--- config.mk ---
export PLATFORM = sky130hd
export DESIGN_NAME = s1_8_align
export DESIGN_NICKNAME = d
export VERILOG_FILES = /design/src/rtl/s1_8_align.sv
export SDC_FILE = /design/constraint.sdc
export NUM_CORES = 1
export LEC_CHECK = 0
export BUFFER_PORTS_ARGS = -buffer_cell sky130_fd_sc_hd__buf_2
export CORE_MARGIN = 2
export CORE_UTILIZATION = 30
export DETAILED_ROUTE_END_ITERATION = 10
export HOLD_SLACK_MARGIN = 0.05
export SETUP_SLACK_MARGIN = 0.15
export SLEW_MARGIN = 15
export SYNTH_ARGS = -nofsm -noshare
export SYNTH_HDL_FRONTEND = slang
export SYNTH_SLANG_ARGS = --single-unit
--- constraint.sdc ---
create_clock -name clk_32f -period 6.07 [get_ports clk_32f]
set_clock_uncertainty 0.2 [all_clocks]
set_input_delay 1.214 -clock clk_32f [delete_from_list [all_inputs] [get_ports clk_32f]]
set_output_delay 1.214 -clock clk_32f [all_outputs]
set_load 0.05 [all_outputs]
--- src/rtl/s1_8_align.sv ---
// s1_8_align -- serial-to-parallel receive stage with comma alignment.
//
// Shifts the 1-bit line stream in MSB first on clk_32f, hunts for the COM
// symbol, counts LOCK_COUNT boundary-aligned COMs to declare lock, then
// presents each aligned byte on data_out for a full byte period (8 clk_32f
// cycles) so the clk_4f packer downstream samples it cleanly.
//
// Ports:
//   clk_32f      in   bit clock, 8x the byte rate
//   reset        in   synchronous, active-high
//   data_serial  in   serial line bit, MSB of each byte first
//   data_out     out  [7:0] aligned byte, updated only at byte boundaries while locked
//   valid_out    out  high while data_out holds a non-COM byte
//   active       out  high while locked
//
// Optional feature macro: S1_8_RELOCK_EN
//   defined   -> a misaligned COM while locked drops lock and restarts
//                alignment from that comma
//   undefined -> lock is sticky until reset
//
// state     | meaning
// ----------+------------------------------------------------------------
// UNLOCKED  | hunting for a COM at any bit position, bit_cnt held at 0
// ALIGNING  | COM seen, counting consecutive boundary-aligned COMs
// LOCKED    | aligned; latch each byte at the boundary, active=1

module s1_8_align #(
  parameter logic [7:0]  COM_SYMBOL = 8'hBC,
  parameter int unsigned LOCK_COUNT = 4
) (
  input  logic       clk_32f,
  input  logic       reset,
  input  logic       data_serial,
  output logic [7:0] data_out,
  output logic       valid_out,
  output logic       active
);

  typedef enum logic [1:0] {
    ST_UNLOCKED,
    ST_ALIGNING,
    ST_LOCKED
  } state_t;

  localparam logic [3:0] LOCK_CNT = LOCK_COUNT[3:0];

  state_t      state_q, state_d;
  logic [2:0]  bit_cnt_q, bit_cnt_d;
  logic [3:0]  com_cnt_q, com_cnt_d;
  // Only the 7 most recent past bits are ever needed: the window is those
  // plus the bit on the line this cycle.
  logic [6:0]  shift_q, shift_d;
  logic [7:0]  data_q, data_d;
  logic        valid_q, valid_d;

  logic [7:0]  window;
  logic        boundary;
  logic        is_com;
  logic [3:0]  com_inc;

  assign window   = {shift_q, data_serial};
  assign boundary = (bit_cnt_q == 3'd7);
  assign is_com   = (window == COM_SYMBOL);

  always_comb begin
    state_d   = state_q;
    bit_cnt_d = (state_q == ST_UNLOCKED) ? 3'd0 : bit_cnt_q + 3'd1;
    com_cnt_d = com_cnt_q;
    shift_d   = window[6:0];
    data_d    = data_q;
    valid_d   = valid_q;
    com_inc   = com_cnt_q + 4'd1;

    case (state_q)
      ST_UNLOCKED: begin
        if (is_com) begin
          // This comma defines the boundary: bit_cnt reaches 7 exactly
          // eight cycles later.
          bit_cnt_d = 3'd0;
          com_cnt_d = 4'd1;
          state_d   = (LOCK_CNT == 4'd1) ? ST_LOCKED : ST_ALIGNING;
        end
      end

      ST_ALIGNING: begin
        if (boundary) begin
          if (is_com) begin
            com_cnt_d = com_inc;
            if (com_inc == LOCK_CNT) begin
              state_d = ST_LOCKED;
            end
          end else begin
            // bit_cnt wraps 7->0 here, which is also its UNLOCKED hold value.
            state_d   = ST_UNLOCKED;
            com_cnt_d = 4'd0;
          end
        end
      end

      ST_LOCKED: begin
        if (boundary) begin
          data_d  = window;
          valid_d = !is_com;
        end
`ifdef S1_8_RELOCK_EN
        else if (is_com) begin
          // Misaligned comma: treat it as a fresh first COM; data_out keeps
          // the last delivered byte.
          bit_cnt_d = 3'd0;
          com_cnt_d = 4'd1;
          valid_d   = 1'b0;
          state_d   = (LOCK_CNT == 4'd1) ? ST_LOCKED : ST_ALIGNING;
        end
`endif
      end

      default: begin
        state_d   = ST_UNLOCKED;
        bit_cnt_d = 3'd0;
        com_cnt_d = 4'd0;
      end
    endcase
  end

  always_ff @(posedge clk_32f) begin
    if (reset) begin
      state_q   <= ST_UNLOCKED;
      bit_cnt_q <= 3'd0;
      com_cnt_q <= 4'd0;
      shift_q   <= 7'd0;
      data_q    <= 8'd0;
      valid_q   <= 1'b0;
    end else begin
      state_q   <= state_d;
      bit_cnt_q <= bit_cnt_d;
      com_cnt_q <= com_cnt_d;
      shift_q   <= shift_d;
      data_q    <= data_d;
      valid_q   <= valid_d;
    end
  end

  assign data_out  = data_q;
  assign valid_out = valid_q;
  assign active    = (state_q == ST_LOCKED);

endmodule

==> metrics.txt <==
htree depth=1; dominant cell type by area after synthesis=dfxtp_1; initial antenna violation count=0; Seq cells post-synth=25; Net Sw Frac=between 20 and 25%; sequential power share=between 60% and 70%; clk sinks=25; setup violators final=0; Seq/Total Area, Yosys=47.8%; Clock Latency Late Sink=0.31 ns; iteration count of the initial detailed-routing pass=4; CP Class=flip-flop to output port; syn_area_per_cell=9.02 sq um; wire per inst=10.6 microns; Critical Path Source Type=flip-flop; Synth Instances=about 120; number of global-route vias before repair=780; CTS root buffer=clkbuf_4; Synthesis Warnings=0; Hold Path Class=flip-flop to flip-flop; status=completed; critical path capture point type=output port; total wire length=1840 microns; Starting Density=a little under a third; max-capacitance violation count=0; Final Hold Viols=0; Die X=about 63 microns; Switch Pwr=58.6 uW; Min Hold Slack=0.238 ns; vias per inst=4.67; leakage=approximately 0.00048 uW; Fin Setup TNS=0 ns; TritonCTS clock tree=done; hpwl dp=1340 microns; I/O Pins=13; Clock power frac=between 20 and 30%; Netlist cell types=23; max-slew violation count=0; PostCTS Resize Cnt=0; global-route wire length before repair=3390 microns; largest net degree at the start of global routing=25; port buffer count=12; DRC Markers=0; CTS Buf Count=3; main area contributors after synthesis=dfxtp_1 48%, ha_1 9.6%, nand2_1 6.8%, a21oi_1 6.7%, nor2b_1 4.8%; worst-path maximum fanout=4; relative slew slack=between 70% and 80%; Clk pin slew, worst setup/hold paths=0.14 ns; std cell rows=21; number of fill cells=358; Least-Margin Pin Slew=approximately 0.44 ns; fin crit period=approximately 2.7 ns; Gate power share=between 4 and 5%; total gr overflow=0; share of post-route cells with drive strength above 1=13.3%; starting DRC count in detailed routing=45; PD cells=between 200 and 250 mW/mm^2; Worst Path Required=4.66 ns; antenna violation net count after detailed routing=0; # diodes=0; FMAX=369 MHz; Tcrit/Tclk final=44.6%; via count=812; syn_nets=127; Die Area=0.00398 sq mm; worst-case clock buffer depth=2; total core area=0.00334 sq mm; RSZ-0062 raised after global routing=false; CP Data Arrival Time=1.29 ns; Die H=63.1 microns; Pint=195 uW; hold buffers post-CTS=0; Nets=140; proportion of netlist area held by the largest area contributor=47.8%; Overall Global Routing Usage=about a tenth; Syn Std Cell Area=0.00105 sq mm; RePlAce Congestion=0.831; maximum vdd drop=0.0000765 V; layout overhead on the synthesized area=12.6%; setup bufs post-CTS=0
## power by group through the flow
| stage | logic (uW) | registers [uW] | clock network (uW) |
|---|---|---|---|
| finish | 11.9 | 167 | 74.9 |
| CTS | 12.0 | 167 | 78.5 |
| global placement | 11.7 | 170 | 0 |
| global route | 13.6 | 167 | 88.0 |
| floorplan | 8.93 | 170 | 0 |
| detailed placement | 11.9 | 171 | 0 |
## routing by layer
layer | part of all wire, % | global-route usage [%]
met3 | 3.4 | 2.68
met1 | 49 | 13.2
met5 | 0 | 0
met4 | 1.5 | 6.11
met2 | 47 | 16.6
## logic make-up (layout without fill, tap and decap cells)
family / Yosys count / after routing / synth area share (%)
AND/OR/NAND/NOR: 44 / 44 / 22.4
AO/OA/AOI/OAI: 29 / 29 / 16.5
flip-flops: 25 / 25 / 47.8
buffers and inverters: 10 / 22 / 3.71
adder cells (fa/ha/maj): 8 / 8 / 9.57
## layout by cell type, fill, tap and decap left out
| cell | synthesis | routed |
|---|---|---|
| dfxtp_1 | 25 | 25 |
| nand2_1 | 19 | 19 |
| a21oi_1 | 14 | 14 |
| buf_2 | 0 | 12 |
| nor2b_1 | 8 | 8 |
| ha_1 | 8 | 8 |
| o21ai_0 | 7 | 7 |
| inv_1 | 6 | 6 |
| and2_1 | 4 | 4 |
| a211oi_1 | 4 | 4 |
| nand2b_1 | 3 | 3 |
| clkbuf_4 | 0 | 3 |
| nand4_1 | 2 | 2 |
| nor2_1 | 2 | 2 |
| o211a_1 | 2 | 2 |
| nor4_2 | 1 | 1 |
| nor4b_1 | 1 | 1 |
| or4b_1 | 1 | 1 |
| o21a_1 | 1 | 1 |
| nor3_1 | 1 | 1 |
| a32o_1 | 1 | 1 |
| nand3_1 | 1 | 1 |
| or4_1 | 1 | 1 |
| clkinvlp_4 | 0 | 1 |
## flip-flops by register name, indices dropped and copies added (netlist names)
register and cells:
data_out 8, shift_q 7, com_cnt_q 4, bit_cnt_q 3, state_q 2, valid_out 1
## cell type report
| cell class | count | area (sq um) | share of cell area, % |
|---|---|---|---|
| clock buffers | 3 | 22.5 | 1.91 |
| clock inverters | 1 | 7.51 | 0.638 |
| inverters | 6 | 22.5 | 1.91 |
| multi-input cells | 81 | 507 | 43.0 |
| flip-flops and latches | 25 | 500 | 42.5 |
| well taps | 46 | 57.6 | 4.89 |
| repair buffers | 12 | 60.1 | 5.10 |
## final timing paths
check / cells after the start / end / slack (ns) / from
setup / recovery: 3 / active / 3.36 / state_q[0]$_SDFFE_PP0P_
hold / removal: 1 / bit_cnt_q[0]$_SDFF_PP0_ / 0.24 / bit_cnt_q[0]$_SDFF_PP0_
setup reg to reg: 6 / com_cnt_q[3]$_SDFFE_PP0P_ / 3.79 / state_q[0]$_SDFFE_PP0P_
hold reg to reg: 1 / bit_cnt_q[0]$_SDFF_PP0_ / 0.24 / bit_cnt_q[0]$_SDFF_PP0_
## cell usage after synthesis
cell type,n
a32o_1,1
nor2_1,2
dfxtp_1,25
nand3_1,1
o211a_1,2
clkbuf_1,3
inv_1,6
a211oi_1,4
ha_1,8
o21ai_0,7
o21a_1,1
and2_1,4
nand2b_1,3
clkbuf_2,1
nand2_1,19
or4b_1,1
nor2b_1,8
or4_1,1
nor4_2,1
nor3_1,1
nor4b_1,1
nand4_1,2
a21oi_1,14
## through the flow
step                power, uW  util (%)  cells  instance area, sq um  setup slack, ns
finish                    254      35.3    174                  1180             3.36
global route              269      35.3    174                  1180             3.28
CTS                       257      35.3    174                  1180             3.35
detailed placement        182      34.4    170                  1150             3.13
global placement          182      34.4    170                  1150             3.20
floorplan                 179         -    116                  1050             3.38
## critical path, stage by stage (launching register included)
cell and delay, ns:
dfxtp_1 0.35, inv_1 0.10, ha_1 0.23, buf_2 0.29
(Power assumes the default switching activity.)
